### src/rtl/uart_tx_pkg.sv
// Shared definitions for the uart_tx transmitter: register offsets, FSM states,
// register field positions and the bit-length helper.
package uart_tx_pkg;

  localparam logic [3:0] OFF_TXDATA = 4'h0;
  localparam logic [3:0] OFF_STATUS = 4'h4;
  localparam logic [3:0] OFF_CTRL   = 4'h8;
  localparam logic [3:0] OFF_IRQ    = 4'hC;

  localparam int unsigned STATUS_FULL_BIT  = 0;
  localparam int unsigned STATUS_EMPTY_BIT = 1;
  localparam int unsigned STATUS_BUSY_BIT  = 2;
  localparam int unsigned STATUS_LEVEL_LSB = 8;

  localparam int unsigned CTRL_DIV_LSB = 0;
  localparam int unsigned CTRL_IE_BIT  = 16;

  typedef enum logic [1:0] {
    IDLE  = 2'd0,
    START = 2'd1,
    DATA  = 2'd2,
    STOP  = 2'd3
  } uart_tx_state_e;

  // A divider of zero would make a zero-length bit, so it is treated as one cycle.
  function automatic logic [15:0] bit_len_of(input logic [15:0] div);
    return (div == 16'd0) ? 16'd1 : div;
  endfunction

endpackage

### src/rtl/uart_tx_fifo.sv
// Byte-wide synchronous TX FIFO with show-ahead read data; pushes into a full
// FIFO and pops from an empty FIFO are ignored.
module uart_tx_fifo #(
  parameter int unsigned Depth = 8
) (
  input  logic                   i_clk,
  input  logic                   i_rst_n,
  input  logic                   i_push,
  input  logic                   i_pop,
  input  logic [7:0]             i_wdata,
  output logic [7:0]             o_rdata,
  output logic                   o_full,
  output logic                   o_empty,
  output logic [$clog2(Depth):0] o_level
);

  localparam int unsigned PtrW   = $clog2(Depth);
  localparam int unsigned LevelW = PtrW + 1;

  logic [7:0]        r_mem [Depth];
  logic [PtrW-1:0]   r_wr_ptr;
  logic [PtrW-1:0]   r_rd_ptr;
  logic [LevelW-1:0] r_level;
  logic              w_do_push;
  logic              w_do_pop;

  assign o_full    = (r_level == LevelW'(Depth));
  assign o_empty   = (r_level == {LevelW{1'b0}});
  assign w_do_push = i_push & ~o_full;
  assign w_do_pop  = i_pop & ~o_empty;
  assign o_rdata   = r_mem[r_rd_ptr];
  assign o_level   = r_level;

  // Pointers wrap naturally because Depth is a power of two.
  always_ff @(posedge i_clk or negedge i_rst_n) begin
    if (!i_rst_n) begin
      r_wr_ptr <= {PtrW{1'b0}};
      r_rd_ptr <= {PtrW{1'b0}};
      r_level  <= {LevelW{1'b0}};
    end else begin
      if (w_do_push) r_wr_ptr <= r_wr_ptr + PtrW'(1);
      if (w_do_pop)  r_rd_ptr <= r_rd_ptr + PtrW'(1);
      case ({w_do_push, w_do_pop})
        2'b10:   r_level <= r_level + LevelW'(1);
        2'b01:   r_level <= r_level - LevelW'(1);
        default: r_level <= r_level;
      endcase
    end
  end

  always_ff @(posedge i_clk) begin
    if (w_do_push) r_mem[r_wr_ptr] <= i_wdata;
  end

endmodule

### src/rtl/uart_tx.sv
// Memory-mapped 8N1 UART transmitter: bus register file, TX FIFO, frame FSM
// with per-frame bit length, and a maskable transmit-done interrupt.
module uart_tx
  import uart_tx_pkg::*;
#(
  parameter int unsigned DataWidth    = 32,
  parameter int unsigned AddressWidth = 32,
  parameter int unsigned FifoDepth    = 8,
  parameter logic [15:0] DefaultDiv   = 16'd16
) (
  input  logic                    clk_i,
  input  logic                    rst_ni,
  input  logic                    req_i,
  input  logic                    we_i,
  input  logic [3:0]              be_i,
  input  logic [AddressWidth-1:0] addr_i,
  input  logic [DataWidth-1:0]    wdata_i,
  output logic                    rvalid_o,
  output logic [DataWidth-1:0]    rdata_o,
  output logic                    err_o,
  output logic                    tx_o,
  output logic                    irq_o
);

  localparam int unsigned LevelW = $clog2(FifoDepth) + 1;

  logic                 r_rvalid;
  logic [DataWidth-1:0] r_rdata;
  logic                 r_err;
  logic [15:0]          r_div;
  logic                 r_ie;
  logic                 r_done;
  logic                 r_irq;
  logic                 r_tx;
  uart_tx_state_e       r_state;
  logic [7:0]           r_shift;
  logic [15:0]          r_bit_len;
  logic [15:0]          r_cnt;
  logic [2:0]           r_bit_idx;

  logic [3:0]           w_off;
  logic                 w_push;
  logic                 w_pop;
  logic                 w_err;
  logic [DataWidth-1:0] w_rdata;
  logic [DataWidth-1:0] w_status;
  logic [DataWidth-1:0] w_ctrl;
  logic [15:0]          w_div_next;
  logic                 w_ie_next;
  logic                 w_done_set;
  logic                 w_done_clr;
  logic [7:0]           w_fifo_rdata;
  logic                 w_fifo_full;
  logic                 w_fifo_empty;
  logic [LevelW-1:0]    w_fifo_level;
  uart_tx_state_e       w_state_next;
  logic [7:0]           w_shift_next;
  logic [15:0]          w_bit_len_next;
  logic [15:0]          w_cnt_next;
  logic [2:0]           w_bit_idx_next;
  logic                 w_tx_next;
  logic                 w_unused;

  assign w_off    = {addr_i[3:2], 2'b00};
  assign w_unused = ^{addr_i[AddressWidth-1:4], addr_i[1:0], be_i[3], wdata_i[DataWidth-1:17]};

  uart_tx_fifo #(
    .Depth (FifoDepth)
  ) u_fifo (
    .i_clk   (clk_i),
    .i_rst_n (rst_ni),
    .i_push  (w_push),
    .i_pop   (w_pop),
    .i_wdata (wdata_i[7:0]),
    .o_rdata (w_fifo_rdata),
    .o_full  (w_fifo_full),
    .o_empty (w_fifo_empty),
    .o_level (w_fifo_level)
  );

  always_comb begin
    w_status                              = {DataWidth{1'b0}};
    w_status[STATUS_FULL_BIT]             = w_fifo_full;
    w_status[STATUS_EMPTY_BIT]            = w_fifo_empty;
    w_status[STATUS_BUSY_BIT]             = (r_state != IDLE);
    w_status[STATUS_LEVEL_LSB +: 8]       = 8'(w_fifo_level);
    w_ctrl                                = {DataWidth{1'b0}};
    w_ctrl[CTRL_DIV_LSB +: 16]            = r_div;
    w_ctrl[CTRL_IE_BIT]                   = r_ie;
  end

  // Register decode; full is judged on the pre-pop level, and a refused push is dropped.
  always_comb begin
    w_push      = 1'b0;
    w_err       = 1'b0;
    w_rdata     = {DataWidth{1'b0}};
    w_div_next  = r_div;
    w_ie_next   = r_ie;
    w_done_clr  = 1'b0;
    if (req_i && we_i) begin
      case (w_off)
        OFF_TXDATA: begin
          if (be_i[0]) begin
            w_push = ~w_fifo_full;
            w_err  = w_fifo_full;
          end else begin
            w_push = 1'b0;
          end
        end
        OFF_STATUS: w_err = 1'b1;
        OFF_CTRL: begin
          if (be_i[0]) w_div_next[7:0] = wdata_i[CTRL_DIV_LSB +: 8];
          else         w_div_next[7:0] = r_div[7:0];
          if (be_i[1]) w_div_next[15:8] = wdata_i[CTRL_DIV_LSB + 8 +: 8];
          else         w_div_next[15:8] = r_div[15:8];
          if (be_i[2]) w_ie_next = wdata_i[CTRL_IE_BIT];
          else         w_ie_next = r_ie;
        end
        OFF_IRQ: begin
          if (be_i[0] && wdata_i[0]) w_done_clr = 1'b1;
          else                       w_done_clr = 1'b0;
        end
        default: w_err = 1'b0;
      endcase
    end else if (req_i) begin
      case (w_off)
        OFF_STATUS: w_rdata = w_status;
        OFF_CTRL:   w_rdata = w_ctrl;
        OFF_IRQ:    w_rdata = {{(DataWidth-1){1'b0}}, r_done};
        default:    w_rdata = {DataWidth{1'b0}};
      endcase
    end else begin
      w_push = 1'b0;
    end
  end

  always_ff @(posedge clk_i or negedge rst_ni) begin
    if (!rst_ni) begin
      r_rvalid <= 1'b0;
      r_rdata  <= {DataWidth{1'b0}};
      r_err    <= 1'b0;
      r_div    <= DefaultDiv;
      r_ie     <= 1'b0;
    end else begin
      r_rvalid <= req_i;
      r_rdata  <= w_rdata;
      r_err    <= w_err;
      r_div    <= w_div_next;
      r_ie     <= w_ie_next;
    end
  end

  // Frame sequencer; STOP reloads directly from the FIFO so back-to-back frames have no gap.
  always_comb begin
    w_state_next   = r_state;
    w_shift_next   = r_shift;
    w_bit_len_next = r_bit_len;
    w_cnt_next     = r_cnt;
    w_bit_idx_next = r_bit_idx;
    w_pop          = 1'b0;
    w_done_set     = 1'b0;
    case (r_state)
      IDLE: begin
        if (!w_fifo_empty) begin
          w_pop          = 1'b1;
          w_shift_next   = w_fifo_rdata;
          w_bit_len_next = bit_len_of(r_div);
          w_cnt_next     = bit_len_of(r_div) - 16'd1;
          w_state_next   = START;
        end else begin
          w_state_next   = IDLE;
        end
      end
      START: begin
        if (r_cnt == 16'd0) begin
          w_state_next   = DATA;
          w_cnt_next     = r_bit_len - 16'd1;
          w_bit_idx_next = 3'd0;
        end else begin
          w_cnt_next     = r_cnt - 16'd1;
        end
      end
      DATA: begin
        if (r_cnt == 16'd0) begin
          w_cnt_next = r_bit_len - 16'd1;
          if (r_bit_idx == 3'd7) begin
            w_state_next   = STOP;
          end else begin
            w_bit_idx_next = r_bit_idx + 3'd1;
            w_shift_next   = {1'b0, r_shift[7:1]};
          end
        end else begin
          w_cnt_next = r_cnt - 16'd1;
        end
      end
      STOP: begin
        if (r_cnt == 16'd0) begin
          if (!w_fifo_empty) begin
            w_pop          = 1'b1;
            w_shift_next   = w_fifo_rdata;
            w_bit_len_next = bit_len_of(r_div);
            w_cnt_next     = bit_len_of(r_div) - 16'd1;
            w_state_next   = START;
          end else begin
            w_state_next   = IDLE;
            w_done_set     = 1'b1;
          end
        end else begin
          w_cnt_next = r_cnt - 16'd1;
        end
      end
      default: w_state_next = IDLE;
    endcase
  end

  always_comb begin
    case (w_state_next)
      START:   w_tx_next = 1'b0;
      DATA:    w_tx_next = w_shift_next[0];
      default: w_tx_next = 1'b1;
    endcase
  end

  always_ff @(posedge clk_i or negedge rst_ni) begin
    if (!rst_ni) begin
      r_state   <= IDLE;
      r_shift   <= 8'd0;
      r_bit_len <= 16'd1;
      r_cnt     <= 16'd0;
      r_bit_idx <= 3'd0;
      r_tx      <= 1'b1;
    end else begin
      r_state   <= w_state_next;
      r_shift   <= w_shift_next;
      r_bit_len <= w_bit_len_next;
      r_cnt     <= w_cnt_next;
      r_bit_idx <= w_bit_idx_next;
      r_tx      <= w_tx_next;
    end
  end

  // A set in the same cycle as a software clear takes priority.
  always_ff @(posedge clk_i or negedge rst_ni) begin
    if (!rst_ni) begin
      r_done <= 1'b0;
      r_irq  <= 1'b0;
    end else begin
      if (w_done_set)      r_done <= 1'b1;
      else if (w_done_clr) r_done <= 1'b0;
      else                 r_done <= r_done;
      r_irq <= r_ie & r_done;
    end
  end

  assign rvalid_o = r_rvalid;
  assign rdata_o  = r_rdata;
  assign err_o    = r_err;
  assign tx_o     = r_tx;
  assign irq_o    = r_irq;

endmodule

### config.mk
export PLATFORM = sky130hd
export DESIGN_NAME = uart_tx
export DESIGN_NICKNAME = d
export VERILOG_FILES = /design/src/rtl/uart_tx_pkg.sv /design/src/rtl/uart_tx_fifo.sv /design/src/rtl/uart_tx.sv
export SDC_FILE = /design/constraint.sdc
export NUM_CORES = 1
export LEC_CHECK = 0
export ABC_AREA = 1
export BUFFER_PORTS_ARGS = -buffer_cell sky130_fd_sc_hd__buf_2
export CAP_MARGIN = 20
export CORE_UTILIZATION = 54
export CTS_BUF_LIST = sky130_fd_sc_hd__clkbuf_8
export CTS_CLUSTER_DIAMETER = 40
export CTS_CLUSTER_SIZE = 14
export DETAILED_ROUTE_END_ITERATION = 6
export PLACE_DENSITY_LB_ADDON = 0.15
export SYNTH_ARGS = -nofsm -noshare
export SYNTH_HDL_FRONTEND = slang
export SYNTH_SLANG_ARGS = --single-unit
### constraint.sdc
create_clock -name clk_i -period 4.6 [get_ports clk_i]
set_input_delay 0.23 -clock clk_i [delete_from_list [all_inputs] [get_ports clk_i]]
set_output_delay 0.23 -clock clk_i [all_outputs]
set_load 0.01 [all_outputs]
Word-level counts from Yosys, hierarchy flattened
Memories as Yosys holds them, arrays and structs flattened.
Cells that the tools add are included.
{"block": "totals", "elab_cells": 115, "input_bits": 72, "ramBits": 64, "regBits": 109, "mem_count": 1}
{"block": "classes", "n_addsub": 8, "n_reduce_logical": 20, "n_bitwise": 5, "mux": 47, "n_eq_ne": 16}
{"memory": "u_fifo.r_mem", "words": 8, "width": 8, "rd": 1, "rd_clocked_by_memory_dff": 0, "wr": 1, "line_no": "uart_tx_fifo.sv:20", "text": "logic [7:0] r_mem [Depth];"}
{"op": "16-bit two-way mux", "count": 6}
{"op": "17-bit case mux with 3 select lines", "count": 1}
{"op": "16-bit case mux with 3 select lines", "count": 1}
{"op": "16-bit by 1-bit subtractor with 16-bit output, second input constant", "count": 3}
{"op": "17-bit two-way mux", "count": 2}
{"op": "16-bit logical NOT", "count": 2}
{"op": "8-bit two-way mux", "count": 4}
{"op": "16-bit case mux with 2 select lines", "count": 1}
{"op": "8-bit case mux with 3 select lines", "count": 1}
{"op": "1-bit two-way mux", "count": 18}
{"op": "2-bit equality test, second input constant", "count": 6}
{"op": "2-bit nonzero test", "count": 5}
{"op": "3-bit by 1-bit adder with 3-bit output, second input constant", "count": 3}
{"op": "3-bit two-way mux", "count": 3}
{"op": "3-bit AND reduction", "count": 3}
{"op": "2-bit by 1-bit equality test with 1-bit output, second input constant", "count": 4}
{"op": "4-bit logical NOT", "count": 2}
{"op": "2-bit two-way mux", "count": 4}
{"op": "2-bit != test, second input constant", "count": 4}
{"op": "2-bit case mux with 4 select lines", "count": 1}
{"op": "4-bit case mux with 2 select lines", "count": 1}
{"op": "4-bit AND reduction", "count": 2}
{"op": "1-bit case mux with 2 select lines", "count": 3}
{"op": "3-bit case mux with 2 select lines", "count": 1}
{"op": "other kinds (11)", "count": 15}

Logic depth before layout (Yosys ltp)
Gate-level depths: netlist of the first run.
{"block": "depth", "depth_word": 8, "depth_mapped": 17, "mapped_depth_nobuf": 17}

Hierarchy
From an unflattened synthesis of the first run, not the netlist that was laid out.
{"block": "hier_totals", "cells_unflattened": 1037, "hier_area_um2": 8378.0}
{"mod": "uart_tx", "area_each_um2": 4978.5, "n_inst": 1, "cells_per_inst": 680}
{"mod": "uart_tx_fifo", "area_each_um2": 3399.5, "n_inst": 1, "cells_per_inst": 357}

Worst setup path after synthesis of the first run
Ideal clock, no wire load.
{"block": "synth_timing", "path_kind": "register -> register", "startpoint": "register r_cnt[0]", "endpoint": "register u_fifo.r_level[3], in the netlist u_fifo.o_level[3]", "arrival_ns": 2.471, "n_path_buf": 0, "setup_ns": 0.121, "setup_slack_ns": 2.007, "stages_incl_launch_ff": 18, "cell_sequence": "dfrtp_1 inv_1 ha_1 nand3_1 nor2_2 nand2_4 o21ai_4 nand3_2 inv_2 ha_1 ha_1 nand2_1 nor2_1 a211oi_1 nor2_1 nor2_1 nand2_1 xor2_1"}
{"block": "synth_between", "elab_chain_len": 6, "word_cells_on_any_way": 8, "cone_classes": "eq/ne: 2; mux: 3; bitwise: 1; reduce/logical: 2"}
{"element": "start: declaration", "line_no": "uart_tx.sv:38", "text": "logic [15:0] r_cnt;"}
{"element": "start signal: assignment", "line_no": "uart_tx.sv:236", "text": "r_cnt <= w_cnt_next;"}
{"element": "16-bit logical NOT *", "line_no": "uart_tx.sv:197", "text": "if (r_cnt == 16'd0) begin"}
{"element": "1-bit two-way mux *", "line_no": "uart_tx.sv:197"}
{"element": "1-bit case mux with 2 select lines *", "line_no": "uart_tx.sv:162", "text": "case (r_state)"}
{"element": "1-bit bitwise AND *", "line_no": "uart_tx_fifo.sv:30", "text": "assign w_do_pop = i_pop & ~o_empty;"}
{"element": "net u_fifo.w_do_pop", "line_no": "uart_tx_fifo.sv:25", "text": "logic w_do_pop;"}
{"element": "2-bit by 1-bit equality test with 1-bit output / 2-bit equality test (equally long branches)", "line_no": "uart_tx_fifo.sv:43", "text": "case ({w_do_push, w_do_pop})"}
{"element": "4-bit case mux with 2 select lines / 2-bit nonzero test (equally long branches)"}
{"element": "end signal: assignment", "line_no": "uart_tx_fifo.sv:44", "text": "2'b10: r_level <= r_level + LevelW'(1);"}
{"element": "end signal: assignment", "line_no": "uart_tx_fifo.sv:45", "text": "2'b01: r_level <= r_level - LevelW'(1);"}
{"element": "end signal: assignment", "line_no": "uart_tx_fifo.sv:46", "text": "default: r_level <= r_level;"}
{"element": "end: declaration", "line_no": "uart_tx_fifo.sv:23", "text": "logic [LevelW-1:0] r_level;"}
The timed path passes the listed nets; every way through them passes the cells marked *.
A chain may end at the register's enable or synchronous reset.

Final worst setup path of the first run
Ends and elaborated chain as after synthesis.

==> results of run 1 <==
-- through the flow --
stage               total power, mW  setup slack, ns
finish                        3.225            1.537
detailed placement            2.248            1.561
floorplan                     2.065            2.007
global route                  3.381            1.212
CTS                           3.236            1.545
global placement              2.239            1.591
-- layout by cell type (no fill, tap or decap), drive strengths merged, types with 3 or more instances in the layout --
master,n
nand2,218
nor2,108
dfrtp,91
inv,91
o21ai,82
nand3,74
edfxtp,64
buf,53
a21oi,43
xor2,26
nor3,24
clkbuf,17
ha,16
conb,15
o22ai,14
dlygate4sd3,9
nand4,8
clkinv,8
or2,7
o211ai,6
clkinvlp,3
dfstp,3
-- where the power goes --
group	internal, mW	total, mW	switching (mW)
sequential	1.58	1.70	0.122
combinational	0.172	0.539	0.367
clock	0.435	0.985	0.550
-- registers in the layout, indices dropped and copies added (netlist names), 2 cells and up --
signal	flops
u_fifo.r_rd_ptr	3
u_fifo.o_level	4
rdata_o	17
r_div	16
u_fifo.r_wr_ptr	3
r_state	2
r_bit_len	16
r_shift	8
u_fifo.r_mem	64
r_bit_idx	3
r_cnt	16
-- cells in the mapped netlist (all sizes together) --
library cell and number:
a211oi 2, a21o 1, a21oi 43, a221oi 1, a22oi 1, buf 26
clkbuf 14, clkinv 4, conb 1, dfrtp 91, dfstp 3, edfxtp 64
fa 1, ha 16, inv 84, nand2 218, nand3 74, nand3b 2
nand4 8, nor2 108, nor3 24, nor3b 2, nor4 2, o211ai 6
o21ai 82, o22ai 14, o31ai 1, o32ai 1, or2 7, xnor2 2
xor2 26
-- layer usage --
layer	up-vias	wire length (um)	part of all wire, %	GRT usage [%]
met4	0	263	1.4	8.631
met3	18	1300	7.1	6.410
met1	3037	8674	47	38.29
met5	-	0	0	0
met2	216	8027	44	37.12
li1	3173	-	-	-
-- path summary, 6_finish.rpt --
kind / start / endpoint / cells after the start
max in group asynchronous: rst_ni / r_div[4] / 3
min: wdata_i[10] / r_div[10] / 3
min reg2reg: r_ie / irq_o / 2
max: r_cnt[0] / u_fifo.o_level[3] / 17
max reg2reg: r_cnt[0] / u_fifo.o_level[3] / 17
min in group asynchronous: rst_ni / r_cnt[8] / 2
-- cell families (layout without fill, tap and decap cells) --
family,after synthesis,count (layout),share of synthesized area (%)
AOI/OAI and AO/OA,152,152,10.41
xor gates and xnor gates,28,28,3.042
adders and majority gates,17,17,2.732
buffers and inverters,128,182,6.876
DFF,158,158,53.07
other,1,15,0.04652
and+or+nand+nor,445,445,23.82
-- worst max-delay path: stages (launching register included) --
cell,delay [ns]
sky130_fd_sc_hd__dfrtp_1,0.39
sky130_fd_sc_hd__inv_1,0.14
sky130_fd_sc_hd__ha_1,0.22
sky130_fd_sc_hd__nand3_1,0.10
sky130_fd_sc_hd__nor2_2,0.13
sky130_fd_sc_hd__nand2_4,0.17
sky130_fd_sc_hd__o21ai_4,0.31
sky130_fd_sc_hd__nand3_2,0.16
sky130_fd_sc_hd__inv_2,0.13
sky130_fd_sc_hd__ha_1,0.20
sky130_fd_sc_hd__ha_1,0.27
sky130_fd_sc_hd__nand2_1,0.08
sky130_fd_sc_hd__nor2_1,0.04
sky130_fd_sc_hd__a211oi_1,0.23
sky130_fd_sc_hd__nor2_1,0.07
sky130_fd_sc_hd__nor2_1,0.09
sky130_fd_sc_hd__nand2_1,0.06
sky130_fd_sc_hd__xor2_1,0.14
-- layout make-up --
cell class / count / area share (%)
Sequential cell: 158 / 48.26
Multi-Input combinational cell: 657 / 37.03
Timing Repair Buffer: 62 / 4.178
Inverter: 88 / 3.727
Clock inverter: 15 / 1.567
Clock buffer: 17 / 2.640
Tap cell: 184 / 2.597
==> summary by stage, run 1 <==
Route
The post-detailed-route via-to-cell ratio is 5.456. The remaining routing DRC violations is 0. The count of routing violations after the opening detailed-route iteration is about 560.

The remaining antenna violation count after routing is 0. The final layout contains routed wiring with a total length of 18.27 mm. The number of detailed-route iterations in the first pass is 5. Dividing the detail-routed wire length by the instance count gives 15.47 um. The detailed-route via count is 6444.

Logic synthesis
After synthesis, the cell types taking the most area are sky130_fd_sc_hd__dfrtp_1 (28%), sky130_fd_sc_hd__edfxtp_1 (24%), sky130_fd_sc_hd__nand2_1 (10%). The mean post-synth cell area is around 8.7 sq um. The warning count from the yosys run is 0. The share of the Yosys chip area taken by registers is ~53%. The top-area cell type share of the netlist area is 28.25%. Synthesis handed over a netlist of 929 instances.

In this run the cell area of the synthesized design comes to between 8000 and 9000 sq um. The top cell type by total area after synthesis is sky130_fd_sc_hd__dfrtp_1. Synthesis inferred around 160 register bits.

The unique cell type count in the Yosys netlist is 46.

Floorplan
The width of the die is 124.2 um. The vertical extent of the die is 124.2 um. The overall die area is 15420 sq um. 108 I/O pins were placed.

The initial utilization of the core area, before any placement, comes to 55.47%. The core region is 14530 sq um. The row count is 44.

Setup path
By startpoint and endpoint, the worst setup path is classified as flip-flop to flip-flop. The worst register-to-register path has a setup slack of 1.54 ns. The worst setup path is captured at a flip-flop.

At the worst endpoint, the arrival time is ~3.4 ns. STA puts the critical path data required time at 4.95 ns. STA classifies the critical path startpoint as a flip-flop. Of all nets on the critical path, the largest fanout is 16.

Timing
The final count of pins violating max slew came to 0. The final-report hold violation count is 0. The final number of setup-violating endpoints is 0.

Based on the critical path, the design can be clocked at up to 326.5 MHz. Headroom to the max-slew limit came out at 42.21%. Counting I/O delays and the setup requirement, the final critical path takes roughly 3.1 ns.

The total negative slack is 0 ns. For the pin with the worst max-slew slack, the measured transition is approximately 0.87 ns. The share of the clock period used by the worst path after layout is 66.58%. The worst hold margin is 0.01454 ns. Setup repair after global routing left no endpoint under its margin. On the final layout, the worst clock skew is 0.01822 ns.

Cells and area
Counting the fill cells in the layout gives 1322. The non-filler instance count after layout is 1181. The area of combinational cells with multiple inputs is between 3000 and 4000 sq um. Across the whole layout, storage elements account for ~4300 sq um. The area of all placed cells without fillers is approximately 8900 sq um. Relative to the synthesized area, the layout overhead comes to 9.949%. Cells with a size suffix above 1 make up between 10% and 20% of the layout.

In the final design database the tool counted 1073 nets. The number of antenna diodes in the final layout is 0. The end-of-flow core utilization is 60.98%.

GRT
The via count of the first global-routing pass is 5779. The initial antenna violation count is 0. The global-route congestion overflow total is 0.

The largest net degree at the start of global routing is 66. In the global route stage, overall resource usage came out at 25.92%. The global-route wire length before repair is ~30 mm.

Power and ir drop
For this design the static power due to leakage is slightly below 4 nW. For this design the ratio of total power to cell area is 363.8 nW/um^2. The worst-case IR drop observed on VDD is approximately 0.22 mV.

Placement
The congestion estimate from routability-driven global placement came to 0.9427. After legalization and detailed placement, the total HPWL measured 12.70 mm. The placed instances occupy a cell area of about 8400 sq um.

The total instance count after detailed placement is 1139. Buffers placed on the I/O ports in this run total 46.

Clock tree
Buffers added to address setup during post-CTS repair amount to 0. The root buffer cell is sky130_fd_sc_hd__clkbuf_8. The number of clock sinks is 158. Clock latency on the worst-skew pair, taken at its later pin, is 0.47 ns. The maximum level of the CTS H-tree is 4. Clock-pin slew was measured on the worst setup and hold paths at 0.09 ns.

For this design, the CTS-stage hold fixing added 9 buffers. The TritonCTS buffer count is 17. The worst-case clock buffer depth is 2. In this run, post-CTS repair resized a total of 0 instances. TritonCTS built the clock tree.

Outcome
The run finished with clean final reports.

Worst hold path
The worst min-delay path class is input port to flip-flop.

Run
The max-cap check violation count is 0.
No activity file was read; power rests on OpenSTA's default activity.
==> run 2: changes to the inputs <==
--- a/config.mk
+++ b/config.mk
@@ -5,7 +5,7 @@
 export SDC_FILE = /design/constraint.sdc
 export NUM_CORES = 1
 export LEC_CHECK = 0
-export ABC_AREA = 1
+export ABC_AREA = 0
 export BUFFER_PORTS_ARGS = -buffer_cell sky130_fd_sc_hd__buf_2
 export CAP_MARGIN = 20
 export CORE_UTILIZATION = 54
==> constraint.sdc (replaced) <==
create_clock -name clk_i -period 2.67 [get_ports clk_i]
set_input_delay 0.1335 -clock clk_i [delete_from_list [all_inputs] [get_ports clk_i]]
set_output_delay 0.1335 -clock clk_i [all_outputs]
set_load 0.01 [all_outputs]
==> run 2 against run 1 <==
Core utilization is 5.9 points higher. Clock power increased by 93%. Sequential share of layout area is 2.5 points lower. Sequential cell count unchanged. Non-clock buffer count up 70. Global-route usage up 0.065 points. Critical path depth decreased by 6. Final area rose by 5.5%. Via count fell by 14%. Synthesized cell count decreased by 31%. Clock-buffer cell count unchanged. Wire length shrank 0.35%. Critical endpoint unchanged.
==> summary by stage, run 2 <==
Setup path
The worst setup path is launched from a flip-flop. The kind of critical path is flip-flop to flip-flop. The kind of end point of the critical path is a flip-flop. The maximum fanout along the worst path is 2 (-14). The data arrival time of the worst path is 2.98 ns (-0.43 ns). The endpoint required time on the critical path is 3.02 ns (-1.93 ns).

Cells and area
The share of layout cells above drive strength 1 was 28.87% (+17 points). The end-of-flow core utilization is 66.84% (+5.9 points). The library cells used most frequently in the layout, excluding fill and tap cells, are sky130_fd_sc_hd__dfrtp_1 (91), sky130_fd_sc_hd__buf_4 (64), sky130_fd_sc_hd__edfxtp_1 (64), sky130_fd_sc_hd__nand2_1 (45), sky130_fd_sc_hd__buf_2 (45).

From synthesis to final layout, the design area changed by 19.45%. The flip-flop count of the largest register, all copies and words added is 64 (unchanged). The most common library cell in the layout ignoring fill and taps is sky130_fd_sc_hd__dfrtp_1. The count of inserted antenna diode cells came to 0 (unchanged).

The final layout net count is 852 (-21%). u_fifo.r_mem holds more flip-flops than any other register.

Power and ir drop
The total power came to 9.403 mW (+190%). The leakage dissipation is 3.873 nW (-2.0%). The power density over the cells was 1006 nW/um^2 (+180%). The maximum vdd ir drop came to 0.6332 mV (+190%).

Placement
The count of buffers inserted at the top-level ports is 46 (unchanged). The HPWL after detailed placement is 12.51 mm (-1.5%). The routability congestion estimate from global placement is 0.8819 (-6.4%).

Logic synthesis
By count the netlist is led by sky130_fd_sc_hd__dfrtp_1 (91), sky130_fd_sc_hd__edfxtp_1 (64), sky130_fd_sc_hd__nor2_1 (46). The number of storage elements in the synthesis netlist is 158 (unchanged). The prevailing post-synth register cell is sky130_fd_sc_hd__dfrtp_1. The unique cell type count in the Yosys netlist came to 67 (+46%).

By area the synthesized netlist is led by sky130_fd_sc_hd__dfrtp_1 (29%), sky130_fd_sc_hd__edfxtp_1 (25%), sky130_fd_sc_hd__mux4_2 (4.6%). The top-area cell type share of the netlist area was 29.09% (+0.84 points). The proportion of synthesized chip area in sequential cells was 54.65% (+1.6 points). The top cell type by total area after synthesis is sky130_fd_sc_hd__dfrtp_1. The async set or reset register ratio after synthesis is 59.49% (unchanged).

The mean post-synth cell area is 12.17 sq um (+40%). The post-synthesis cell area is 7828 sq um (-2.9%). The gate count of the mapped netlist was 643 (-31%). The warning count from the yosys run was 0 (unchanged). The most common cell in the synthesized netlist is sky130_fd_sc_hd__dfrtp_1. The number of enable-type register cells in the synthesized netlist was 64 (unchanged).

Clock tree
The clock transition at the registers of the reported paths came to 0.09 ns (about the same). The clock network latency to the later pin of the worst-skew pair was 0.46 ns (about the same). The maximum level of the CTS H-tree is 4 (unchanged). The number of clock sinks was 158 (unchanged). TritonCTS built the clock tree.

The worst-case clock buffer depth is 2 (unchanged). The root buffer cell is sky130_fd_sc_hd__clkbuf_8. The TritonCTS buffer count is 17 (unchanged).

Route
The remaining routing DRC violations was 0 (unchanged). The number of detailed-route iterations in the first pass is 5 (unchanged). The remaining antenna violation count after routing is 0 (unchanged). The detailed-route via count came to 5545 (-14%). The average wire per cell in the routed design is 19.04 um (+23%). The overall routed net length is 18.20 mm (-0.35%). The post-detailed-route via-to-cell ratio is 5.800 (+6.3%).

The count of routing violations after the opening detailed-route iteration came to 397 (-29%).

Floorplan
The width of the die is 122.4 um (-1.4%). The I/O pin count was 108 (unchanged). The core region area is 13990 sq um (-3.8%). The initial cell density of the core is 55.96% (+0.49 points). The overall die area is 14980 sq um (-2.9%). The vertical extent of the die is 122.4 um (-1.4%). The row count is 43 (-2.3%).

Timing
The share of the clock period used by the worst path after layout is 98.47% (+32 points). The normalized max-slew margin is 49.32% (+7.1 points). The clock period minus worst slack is 2.629 ns (-0.4337 ns).

The final count of pins violating max slew was 0 (unchanged). Setup repair after global routing could not meet its margin everywhere. The largest clock skew in the final design is 0.01332 ns (-0.004898 ns). The final-report hold violation count was 0 (unchanged). The highest clock frequency the design can meet is 380.3 MHz (+16%). The slew at the pin closest to its max-slew limit is 0.7602 ns (-0.1066 ns).

The final number of setup-violating endpoints is 0 (unchanged).

Worst hold path
The worst hold path belongs to the class input port to flip-flop.

Run
The max-cap check violation count came to 0 (unchanged).

GRT
The via count of the first global-routing pass came to 5537 (-4.2%). The largest net degree at the start of global routing is 57 (-14%). The initial antenna violation count is 1 (+1).

The overall fraction of global-route tracks in use is 25.98% (+0.065 points). The global-route wire length before repair is 28.91 mm (-2.2%). The global-route congestion overflow total was 0 (unchanged).

Outcome
The run finished with clean final reports.
-- run 2: where the power goes --
group | switching [mW] | internal, mW | leakage [nW]
clock network | 1.02 | 0.884 | 0.210
logic | 2.06 | 1.92 | 1.89
registers | 0.529 | 3.00 | 1.78
total | 3.60 | 5.80 | 3.87
-- run 2: cell families (layout without fill, tap and decap cells) --
| family | count (synthesis) | count (layout) | synth area share (%) |
|---|---|---|---|
| simple gates | 189 | 189 | 13.40 |
| flops | 158 | 158 | 54.65 |
| compound gates | 115 | 115 | 9.799 |
| buf+inv | 61 | 180 | 3.820 |
| mux | 60 | 60 | 10.77 |
| xor+xnor | 42 | 42 | 4.700 |
| fa+ha+maj | 17 | 17 | 2.813 |
| other cells | 1 | 15 | 0.04791 |
-- run 2: repair_timing --
item	in CTS	in global routing
gates resized for setup	5	16
hold buffers	22	0
endpoints found under the hold margin	111	0
pin swaps	3	11
setup endpoints to repair	1	31
buffers inserted	2	3
-- run 2: per-layer routing --
| layer | GRT usage, % | share of wire, % | vias up |
|---|---|---|---|
| li1 | - | - | 2574 |
| met1 | 35.08 | 45 | 2763 |
| met2 | 41.75 | 49 | 177 |
| met3 | 5.623 | 4.7 | 31 |
| met4 | 8.765 | 1.7 | 0 |
| met5 | 0 | 0 | - |
-- run 2: stage by stage --
stage / worst slack [ns] / hold slack, ns / instance area, sq um / instances / TNS, ns
global route: -0.08863 / 0.1467 / 9350 / 956 / -0.1293
floorplan: 0.00004463 / -0.1621 / 7893 / 657 / 0
global placement: 0.06832 / 0.1510 / 8576 / 897 / 0
CTS: 0.0003344 / 0.09482 / 9263 / 953 / 0
detailed placement: -0.03472 / 0.1598 / 8576 / 897 / -0.03472
finish: 0.04080 / 0.1275 / 9350 / 956 / 0
-- run 2: path summary, 6_finish.rpt --
path	from	to	slack, ns	cells past startpoint
hold reg to reg	r_ie	rdata_o[16]	0.50	1
setup / recovery	r_state[1]	u_fifo.o_level[3]	0.04	11
max in group asynchronous	rst_ni	u_fifo.o_level[3]	1.80	3
hold / removal	addr_i[2]	r_done	0.13	4
min in group asynchronous	rst_ni	r_cnt[14]	0.18	2
setup reg to reg	r_state[1]	u_fifo.o_level[3]	0.04	11
-- run 2: cell type report --
class                   instances  area (sq um)
inverters                      16         60.06
repair buffers                132         945.9
clock inverters                15         193.9
fillers                      1023          4638
clock buffers                  17         234.0
multi-input cells             438          3413
flip-flops and latches        158          4278
well taps                     180         225.2
-- run 2: worst max-delay path, cell delays in order, from the launching register on --
cell                       delay (ns)
sky130_fd_sc_hd__dfrtp_1         0.37
sky130_fd_sc_hd__ha_2            0.21
sky130_fd_sc_hd__nor4bb_4        0.29
sky130_fd_sc_hd__a41oi_2         0.22
sky130_fd_sc_hd__nor3_2          0.25
sky130_fd_sc_hd__ha_2            0.28
sky130_fd_sc_hd__ha_4            0.21
sky130_fd_sc_hd__a21o_1          0.19
sky130_fd_sc_hd__a21oi_2         0.15
sky130_fd_sc_hd__xnor2_1         0.14
sky130_fd_sc_hd__nor2_1          0.07
sky130_fd_sc_hd__xor2_1          0.14
==> run 3: changes to the inputs <==
==> constraint.sdc (replaced) <==
create_clock -name clk_i -period 2.9 [get_ports clk_i]
set_input_delay 0.145 -clock clk_i [delete_from_list [all_inputs] [get_ports clk_i]]
set_output_delay 0.145 -clock clk_i [all_outputs]
set_load 0.01 [all_outputs]
==> run 3 against run 2 <==
Sequential power shrank 6.2%. Non-clock buffer count down 20. Critical endpoint unchanged. Wire length fell by 2.7%. Global-route usage shrank 0.27 points.
==> summary by stage, run 3 (synthesis gave the netlist of run 2 again) <==
Placement
The HPWL after detailed placement came to 12.41 mm (-0.80%). The post-place instance area is 8451 sq um (-1.5%). The pre-CTS worst setup slack is 0.1396 ns (+0.1743 ns). The routability congestion estimate from global placement is 0.8634 (-2.1%).

The count of buffers inserted at the top-level ports came to 46 (unchanged).

Setup path
The endpoint required time on the critical path is 3.26 ns (+0.24 ns). The setup slack of the worst register-to-register path was 0.15 ns (+0.10 ns). The data arrival time of the worst path is 3.11 ns (+0.13 ns).

The kind of start point of the critical path is a flip-flop. The maximum fanout along the worst path came to 4 (+2). The kind of end point of the critical path is a flip-flop.

The kind of critical path is flip-flop to flip-flop.

GRT
The largest net degree at the start of global routing was 62 (+8.8%). The global-route congestion overflow total is 0 (unchanged). The via count of the first global-routing pass came to 5399 (-2.5%). The global-route wire length before repair is 28.71 mm (-0.70%). The overall fraction of global-route tracks in use is 25.72% (-0.27 points). The initial antenna violation count was 0 (-1).

Power and ir drop
The power share of the clock group was 19.5% (-0.7 points). The net switching power of the design is 3.252 mW (-9.7%). The internal power summed over all cells is 5.013 mW (-14%). The switching share of power is 39.35% (+1.0 points). The power density over the cells came to 907.4 nW/um^2 (-9.8%). The maximum vdd ir drop is 0.5369 mV (-15%). The leakage dissipation is 3.753 nW (-3.1%).

The sequential cell fraction of total power is 40.1% (+2.6 points). The power share of the combinational group is 40.4% (-1.9 points).

Route
The remaining antenna violation count after routing is 0 (unchanged). The average wire per cell in the routed design is 18.92 um (-0.61%). The count of routing violations after the opening detailed-route iteration came to 386 (-2.8%). The remaining routing DRC violations is 0 (unchanged). The detailed-route via count is 5491 (-0.97%). The overall routed net length is 17.71 mm (-2.7%). The number of detailed-route iterations in the first pass is 5 (unchanged). The post-detailed-route via-to-cell ratio is 5.866 (+1.1%).

Run
The max-cap check violation count came to 0 (unchanged).

Floorplan
The vertical extent of the die is 122.4 um (unchanged). The initial cell density of the core is 55.96% (unchanged). The row count is 43 (unchanged). The I/O pin count is 108 (unchanged). The core region area was 13990 sq um (unchanged).

The width of the die came to 122.4 um (unchanged). The overall die area was 14980 sq um (unchanged).

Timing
The share of the clock period used by the worst path after layout is 94.98% (-3.5 points). The slew at the pin closest to its max-slew limit came to 0.7777 ns (+0.01753 ns). The largest clock skew in the final design is 0.009861 ns (-0.003462 ns). The normalized max-slew margin is 48.15% (-1.2 points). The highest clock frequency the design can meet was 363.0 MHz (-4.6%).

The final number of setup-violating endpoints came to 0 (unchanged). The clock period minus worst slack is 2.755 ns (+0.1254 ns). Setup repair after global routing could not meet its margin everywhere. The final critical-path setup slack is 0.1454 ns (+0.1046 ns). The final count of pins violating max slew is 0 (unchanged). The final-report hold violation count is 0 (unchanged).

Clock tree
The worst-case clock buffer depth is 2 (unchanged). The TritonCTS clock tree is done. The clock network latency to the later pin of the worst-skew pair is 0.46 ns (about the same). The clock transition at the registers of the reported paths is 0.10 ns (about the same). The number of clock sinks is 158 (unchanged). The maximum level of the CTS H-tree is 4 (unchanged). The TritonCTS buffer count is 17 (unchanged). The root buffer cell is sky130_fd_sc_hd__clkbuf_8.

Cells and area
The area of combinational cells with multiple inputs is 3347 sq um (-1.9%). The library cell used most frequently in the layout, excluding fill and tap cells, is sky130_fd_sc_hd__dfrtp_1. The register with the most flip-flops is u_fifo.r_mem. The share of layout cells above drive strength 1 came to 25.13% (-3.7 points). From synthesis to final layout, the design area changed by 16.35%. The area of all placed cells without fillers was 9107 sq um (-2.6%). The flip-flop count of the largest register, all copies and words added is 64 (unchanged).

The count of inserted antenna diode cells was 0 (unchanged). The number of fill cells came to 1039 (+1.6%). In the layout the commonest cells are sky130_fd_sc_hd__dfrtp_1 (91), sky130_fd_sc_hd__edfxtp_1 (64), sky130_fd_sc_hd__nor2_1 (46), sky130_fd_sc_hd__nand2_1 (45), sky130_fd_sc_hd__buf_2 (45).

The final layout net count was 832 (-2.3%). The end-of-flow core utilization is 65.11% (-1.7 points). The register area is 4278 sq um (unchanged).

Worst hold path
In this run the worst hold path is classified as input port to flip-flop.

Outcome
The run finished with clean final reports.
==> run 3: cell types whose count changed in the layout (fill, tap and decap cells not counted), sizes merged <==
| cell | before | now |
|---|---|---|
| bufinv | 2 | 0 |
| clkinv | 2 | 5 |
| clkinvlp | 3 | 2 |
| buf | 110 | 90 |
==> run 3: path summary, 6_finish.rpt <==
check                      startpoint                 to  depth (start not counted)
min reg2reg                      r_ie        rdata_o[16]                          1
max in group asynchronous      rst_ni       r_bit_len[0]                          3
min in group asynchronous      rst_ni          r_cnt[11]                          2
max reg2reg                  r_cnt[0]  u_fifo.o_level[3]                         12
min                              we_i             r_done                          4
max                          r_cnt[0]  u_fifo.o_level[3]                         12
==> run 3: repair_timing <==
item                                    4_1_cts  5_1_grt
hold buffers                                 22        0
hold endpoints to repair                    130        0
resized for setup                             0        6
endpoints found under the setup margin        0        4
buffers inserted                              0        0
==> run 3: layout make-up <==
cell class,count,area share [%]
clock buffer,17,2.569
clock inverter,15,1.841
inverter,16,0.6594
multi-input combinational,438,36.75
sequential,158,46.97
tap,180,2.473
timing repair buffer,112,8.737
==> run 3: layer usage <==
layer,wire length (um),global-route usage (%),share of wire [%],up-vias
met4,323,8.384,1.8,0
met1,7995,36.14,45,2746
met3,871,4.275,4.9,30
met5,0,0,0,-
met2,8522,40.84,48,170
li1,-,-,-,2545
==> run 3: per-stage QoR <==
step | hold WS, ns | std cells | TNS (ns) | total power [mW]
final | 0.06649 | 936 | 0 | 8.264
after global routing | 0.08509 | 936 | -0.01964 | 8.784
after CTS | 0.02523 | 936 | 0 | 8.233
after detailed placement | 0.2769 | 882 | 0 | 6.600
after global placement | 0.2727 | 882 | 0 | 6.479
after floorplan | -0.1506 | 657 | 0 | 5.598
==> run 3: power groups by stage <==
stage	logic, mW	clock network [mW]	registers, mW
final	3.34	1.61	3.31
after global routing	3.67	1.73	3.38
after CTS	3.29	1.64	3.30
after detailed placement	3.26	0	3.34
after global placement	3.17	0	3.31
after floorplan	2.43	0	3.16
==> run 3: worst max-delay path, stage by stage (launching register included) <==
cell,delay [ns]
sky130_fd_sc_hd__dfrtp_1,0.40
sky130_fd_sc_hd__inv_1,0.13
sky130_fd_sc_hd__ha_1,0.20
sky130_fd_sc_hd__nor4bb_4,0.22
sky130_fd_sc_hd__a41oi_2,0.23
sky130_fd_sc_hd__nor3_2,0.31
sky130_fd_sc_hd__ha_2,0.25
sky130_fd_sc_hd__ha_1,0.23
sky130_fd_sc_hd__a21o_1,0.18
sky130_fd_sc_hd__a21oi_1,0.16
sky130_fd_sc_hd__xnor2_1,0.13
sky130_fd_sc_hd__nor2_1,0.06
sky130_fd_sc_hd__xor2_1,0.13
